`src/rtl/div_pkg.sv`:
```
// Shared types and constants for the sequential divider.
package div_pkg;

   // Divider control states.
   typedef enum logic [1:0] {
      IDLE = 2'd0,
      CALC = 2'd1,
      DONE = 2'd2
   } div_state_t;

   // Operand/result width used when the top is not overridden.
   localparam int DIV_WIDTH_DEFAULT = 32;

endpackage

```
`src/rtl/ripple_subtractor.sv`:
```
// Ripple-borrow subtractor: diff = a - b, borrow_out set when a < b (unsigned).
module ripple_subtractor #(
   parameter int WIDTH = 33
) (
   input  logic [WIDTH-1:0] a,
   input  logic [WIDTH-1:0] b,
   output logic [WIDTH-1:0] diff,
   output logic             borrow_out
);

   logic [WIDTH:0] borrow;

   assign borrow[0] = 1'b0;

   for (genvar i = 0; i < WIDTH; i++) begin : g_bit
      assign diff[i]       = a[i] ^ b[i] ^ borrow[i];
      assign borrow[i+1]   = (~a[i] & b[i]) | (~(a[i] ^ b[i]) & borrow[i]);
   end

   assign borrow_out = borrow[WIDTH];

endmodule

```
`src/rtl/seq_divider.sv`:
```
// Sequential restoring divider, one quotient bit per cycle, RISC-V DIV/DIVU/REM/REMU results.
module seq_divider
   import div_pkg::*;
#(
   parameter int WIDTH = DIV_WIDTH_DEFAULT
) (
   input  logic             clk,
   input  logic             rst_n,
   input  logic             in_valid,
   output logic             in_ready,
   input  logic [WIDTH-1:0] dividend,
   input  logic [WIDTH-1:0] divisor,
   input  logic             is_signed,
   output logic             out_valid,
   input  logic             out_ready,
   output logic [WIDTH-1:0] quotient,
   output logic [WIDTH-1:0] remainder,
   output logic             div_by_zero
);

   localparam int               CNT_W     = $clog2(WIDTH) + 1;
   localparam logic [CNT_W-1:0] LAST_STEP = CNT_W'(WIDTH - 1);
   localparam logic [WIDTH-1:0] MOST_NEG  = {1'b1, {(WIDTH-1){1'b0}}};

   // Two's-complement negation.
   function automatic logic [WIDTH-1:0] negate(input logic [WIDTH-1:0] v);
      return ~v + WIDTH'(1);
   endfunction

   // Absolute value of an operand already known to be negative or not.
   function automatic logic [WIDTH-1:0] magnitude(input logic [WIDTH-1:0] v, input logic neg);
      return neg ? negate(v) : v;
   endfunction

   div_state_t       state_r, state_nx;
   logic [CNT_W-1:0] count_r;
   logic [WIDTH-1:0] rem_r, quo_r, dmag_r;
   logic             neg_quo_r, neg_rem_r;

   // Operand classification at the accept point.
   logic dvd_neg, dvs_neg, dvs_zero, overflow, accept;
   assign dvd_neg  = is_signed & dividend[WIDTH-1];
   assign dvs_neg  = is_signed & divisor[WIDTH-1];
   assign dvs_zero = (divisor == '0);
   assign overflow = is_signed && (dividend == MOST_NEG) && (divisor == '1);
   assign accept   = (state_r == IDLE) && in_valid;

   // One restoring step: shift {rem,quo} left, trial-subtract the divisor magnitude.
   logic [WIDTH:0]   diff;
   logic             borrow;
   logic             diff_msb_unused;
   logic [WIDTH-1:0] rem_step, quo_step;
   logic             last_step;

   ripple_subtractor #(.WIDTH(WIDTH + 1)) u_sub (
      .a          ({rem_r, quo_r[WIDTH-1]}),
      .b          ({1'b0, dmag_r}),
      .diff       (diff),
      .borrow_out (borrow)
   );

   // A non-negative difference always fits in WIDTH bits since rem < divisor.
   assign diff_msb_unused = diff[WIDTH];
   assign rem_step  = borrow ? {rem_r[WIDTH-2:0], quo_r[WIDTH-1]} : diff[WIDTH-1:0];
   assign quo_step  = {quo_r[WIDTH-2:0], ~borrow};
   assign last_step = (count_r == LAST_STEP);

   // Next-state and handshake outputs.
   always_comb begin
      state_nx  = state_r;
      in_ready  = 1'b0;
      out_valid = 1'b0;
      case (state_r)
         IDLE: begin
            in_ready = 1'b1;
            if (in_valid) state_nx = (dvs_zero || overflow) ? DONE : CALC;
         end
         CALC: begin
            if (last_step) state_nx = DONE;
         end
         DONE: begin
            out_valid = 1'b1;
            if (out_ready) state_nx = IDLE;
         end
         default: state_nx = IDLE;
      endcase
   end

   // State, iteration count and registered results; reset discards any operation in flight.
   always_ff @(posedge clk or negedge rst_n) begin
      if (!rst_n) begin
         state_r     <= IDLE;
         count_r     <= '0;
         quotient    <= '0;
         remainder   <= '0;
         div_by_zero <= 1'b0;
      end else begin
         state_r <= state_nx;
         if (accept) begin
            count_r <= '0;
            if (dvs_zero) begin
               quotient    <= '1;
               remainder   <= dividend;
               div_by_zero <= 1'b1;
            end else if (overflow) begin
               quotient    <= MOST_NEG;
               remainder   <= '0;
               div_by_zero <= 1'b0;
            end
         end else if (state_r == CALC) begin
            count_r <= count_r + CNT_W'(1);
            if (last_step) begin
               quotient    <= neg_quo_r ? negate(quo_step) : quo_step;
               remainder   <= neg_rem_r ? negate(rem_step) : rem_step;
               div_by_zero <= 1'b0;
            end
         end
      end
   end

   // Working datapath: load magnitudes on accept, iterate while calculating.
   always_ff @(posedge clk) begin
      if (accept) begin
         rem_r     <= '0;
         quo_r     <= magnitude(dividend, dvd_neg);
         dmag_r    <= magnitude(divisor, dvs_neg);
         neg_quo_r <= dvd_neg ^ dvs_neg;
         neg_rem_r <= dvd_neg;
      end else if (state_r == CALC) begin
         rem_r <= rem_step;
         quo_r <= quo_step;
      end
   end

endmodule

```
`config.mk`:
```
export PLATFORM = sky130hd
export DESIGN_NAME = seq_divider
export DESIGN_NICKNAME = d
export VERILOG_FILES = /design/src/rtl/div_pkg.sv /design/src/rtl/ripple_subtractor.sv /design/src/rtl/seq_divider.sv
export SDC_FILE = /design/constraint.sdc
export NUM_CORES = 1
export LEC_CHECK = 0
export ABC_AREA = 0
export CORE_MARGIN = 3
export CORE_UTILIZATION = 51
export CTS_CLUSTER_DIAMETER = 50
export DETAILED_ROUTE_END_ITERATION = 7
export PLACE_DENSITY = 0.84
export SLEW_MARGIN = 10
export SYNTH_ARGS = -nofsm -noshare
export SYNTH_HDL_FRONTEND = slang
export SYNTH_SLANG_ARGS = --single-unit
```
`constraint.sdc`:
```
create_clock -name clk -period 13.9 [get_ports clk]
set_clock_uncertainty 0.1 [all_clocks]
set_input_delay 2.78 -clock clk [delete_from_list [all_inputs] [get_ports clk]]
set_output_delay 2.78 -clock clk [all_outputs]
set_load 0.01 [all_outputs]
```
==> results.json <==
{
  "root_buffer": "clkbuf_16",
  "area_delta_synth_final_pct": 25.43,
  "layout.cells.non_filler": 1582,
  "syn_area_um2": 10810,
  "slew-limit-headroom_pct": 21.40,
  "layout_setup_ws_ns": -0.07597,
  "grt_pass1_vias": 9004,
  "end_kind": "register",
  "ys_types": 69,
  "fp.dieArea_um2": 22990,
  "portBuffers": 135,
  "numCtsBuffers": 17,
  "synthCells": 1170,
  "via_per_inst": 6.056,
  "hpwl_um": 21180,
  "clockBufferDepth": 2,
  "start_util_pct": 52.59,
  "final.period_utilization_pct": 100.5,
  "rrSetupSlack_ns": -0.08,
  "drive_above_1_share_pct": 14.33,
  "initialDrtViolationCount": 957,
  "grt_overflow": 0,
  "cts_tree": "built",
  "cpPeakStageDelay_ns": 0.52,
  "cp-startpoint": "quo_r[31]",
  "crit_end": "remainder[20]",
  "drt-met1-wl_um": 12050,
  "htree_num_levels": 4,
  "seq_area_frac_synth_pct": 41.15,
  "clk_latency_ns": 0.43,
  "violations": "setup timing",
  "cpMostUsedCell": "fa_2",
  "dr_wl_met3_um": 2581,
  "coreArea_um2": 20560,
  "max_slew.worst_pin.slew_ns": 1.179,
  "path_class": "reg2reg",
  "slew_violations": 0,
  "nNetsFinal": 1406,
  "grt_max_degree": 97,
  "grtUsageTotal_pct": 25.82,
  "antenna_found_initial": 0,
  "finalHoldViolCount": 0,
  "dieHeight_um": 151.6,
  "reg2reg_to": "remainder[20]",
  "startpoint_type": "register",
  "synthFlopType": "dfrtp_1",
  "period_needed_ns": 13.98,
  "r2r_start": "quo_r[31]",
  "io_pins": 136,
  "clk_pin_slew_ns": 0.06,
  "p_per_area_nw_per_um2": 238.3,
  "synth_warnings": 0,
  "dr_wl_met2_um": 14840,
  "async_flop_share_pct": 42.69,
  "synth_nets": 1277,
  "avgSynthCellArea_um2": 9.242,
  "cp_slowest_cell": "or4b_4",
  "finalSetupViolCount": 5,
  "top_layer": "met4",
  "diodes": 0,
  "r2r_cells": 53,
  "rsz0062_at_grt": "true",
  "wl_per_cell_um": 19.30,
  "drtPass1Iterations": 6,
  "peakVddDrop_uv": 113.2,
  "p_leak_nw": 5.288,
  "final_antenna_net_count": 0,
  "grt_pass1_wl_um": 46530,
  "max_freq_mhz": 71.55,
  "maxCapViolations": 0,
  "cp.required_ns": 14.08,
  "hp-class": "reg2reg",
  "vias": 9580,
  "cp_max_fo": 6,
  "hold_buffers": 0,
  "synth-edff-count": 66,
  "routed_wl_um": 30540,
  "ys_ff_latch": 171,
  "gp_congestion": 0.9085,
  "num_rows": 52,
  "hold_ws_ns": 0.3836,
  "arrival_ns": 14.16,
  "dp_cells": 1531,
  "run_status": "complete, but fails checks",
  "drc": 0,
  "cts.sinks": 171,
  "chipWidth_um": 151.6
}
==> cell families after synthesis <==
logic type	synth area share, %
xor gates and xnor gates	9.153
buffers and inverters	5.126
and+or+nand+nor	16.78
DFF	41.15
muxes	2.858
AOI/OAI and AO/OA	18.39
adders and majority gates	6.549
==> cell usage after synthesis (all sizes together) (3+ instances only) <==
master / count / area [µm²]
a211oi: 4 / 30.03
a21o: 4 / 30.03
a21oi: 74 / 370.4
a22o: 8 / 70.07
a22oi: 21 / 157.7
a31oi: 17 / 106.4
a41oi: 4 / 35.03
and2: 3 / 18.77
and3: 3 / 23.77
buf: 24 / 140.1
clkbuf: 43 / 161.4
dfrtp: 73 / 1827
dfxtp: 32 / 640.6
edfxtp: 66 / 1982
fa: 31 / 620.6
ha: 7 / 87.58
inv: 65 / 244.0
mux2: 5 / 56.30
mux2i: 24 / 252.7
nand2: 133 / 499.2
nand2b: 5 / 31.28
nand3: 14 / 70.07
nand4: 13 / 81.33
nor2: 93 / 349.1
nor2b: 3 / 18.77
nor3: 19 / 95.09
nor3b: 4 / 35.03
nor4: 29 / 227.7
nor4b: 3 / 26.28
o211ai: 3 / 22.52
o21a: 4 / 30.03
o21ai: 124 / 624.4
o22ai: 5 / 31.28
o31ai: 33 / 292.8
o41ai: 9 / 97.60
or2: 4 / 25.03
or3: 13 / 81.33
or4: 19 / 157.7
xnor2: 67 / 586.8
xor2: 46 / 402.9
==> routing by layer <==
metal	track usage, %	vias up
li1	-	4441
met1	33.35	4536
met2	42.70	520
met3	4.878	83
met4	10.96	0
met5	0	-
==> worst min path at each step <==
| stage | startpoint | to | cells after the start | slack, ns |
|---|---|---|---|---|
| global placement | div_by_zero | div_by_zero | 2 | 0.36 |
| detailed placement | quotient[2] | quotient[2] | 1 | 0.37 |
| global route | quotient[2] | quotient[2] | 1 | 0.39 |
| finish | quotient[2] | quotient[2] | 1 | 0.38 |
| CTS | quotient[2] | quotient[2] | 1 | 0.38 |
| floorplan | count_r[5] | count_r[5] | 1 | 0.36 |
==> area by class of cell <==
type,instances,area [µm²]
Fill cell,1587,6997
Multi-Input combinational cell,865,6185
Sequential cell,171,4449
Timing Repair Buffer,177,1720
Clock buffer,19,432.9
Tap cell,270,337.8
Inverter,67,264.0
Clock inverter,13,173.9
==> worst max-delay path: cells and delay by family (launching register included) <==
| kind | cells | cell delay (ns) |
|---|---|---|
| adder cells (fa/ha/maj) | 33 | 10.45 |
| AND/OR/NAND/NOR | 4 | 1.51 |
| buffers and inverters | 11 | 0.68 |
| AO/OA/AOI/OAI | 4 | 0.53 |
| flip-flops | 1 | 0.38 |
| XOR/XNOR | 1 | 0.18 |
==> flip-flops by register name (all words and copies together) (netlist names) <==
register,cells
neg_quo_r,1
remainder,32
neg_rem_r,1
state_r,2
rem_r,32
div_by_zero,1
quotient,32
quo_r,32
dmag_r,32
count_r,6
==> cells in the final DEF, fill, tap and decap left out, types with 6 or more instances in the layout <==
master             n
a31oi_1           16
xor2_1            45
nor2_1            92
clkdlybuf4s50_1  134
mux2i_1           22
nand3_1           13
dfxtp_1           32
o21ai_1           33
a22o_1             8
o21ai_0           83
a21oi_1           67
nand4_1           13
fa_2              31
nor3_1            18
edfxtp_1          66
a22oi_1           21
dfrtp_1           73
inv_2             10
or4_1             14
buf_4             36
or3_1             13
o31ai_1           22
nand2_1          130
clkbuf_16         17
o31ai_2            9
o41ai_1            6
nor4_1            22
xnor2_1           65
o21ai_2            7
a21oi_2            6
inv_1             56
==> power breakdown <==
group	switching [mW]	total [mW]	internal [mW]
clock network	0.197	0.496	0.299
logic	0.961	1.76	0.796
registers	0.220	0.979	0.759
total	1.38	3.23	1.85
==> metrics by stage <==
| step | TNS (ns) | total power [mW] | utilization, % | worst slack, ns | instance area (µm²) |
|---|---|---|---|---|---|
| 2_1_floorplan | -0.6380 | 1.992 | - | -0.1714 | 10960 |
| 6_report | -0.2295 | 3.232 | 65.97 | -0.07597 | 13560 |
| 3_5_place_dp | -0.09960 | 2.515 | 60.74 | -0.07609 | 12490 |
| 3_3_place_gp | 0 | 2.459 | 60.74 | 0.1050 | 12490 |
| 4_1_cts | 0 | 3.045 | 63.86 | 0.0005871 | 13130 |
| 5_1_grt | -5.795 | 3.441 | 65.97 | -0.4633 | 13560 |
==> repair_timing <==
item                                    4_1_cts  5_1_grt
pin swaps                                     5       26
gates cloned                                  0        0
resized for setup                             4       76
endpoints found under the setup margin       11       32
setup buffers                                 2       18
Note: power is estimated with default switching activity, not from simulation.
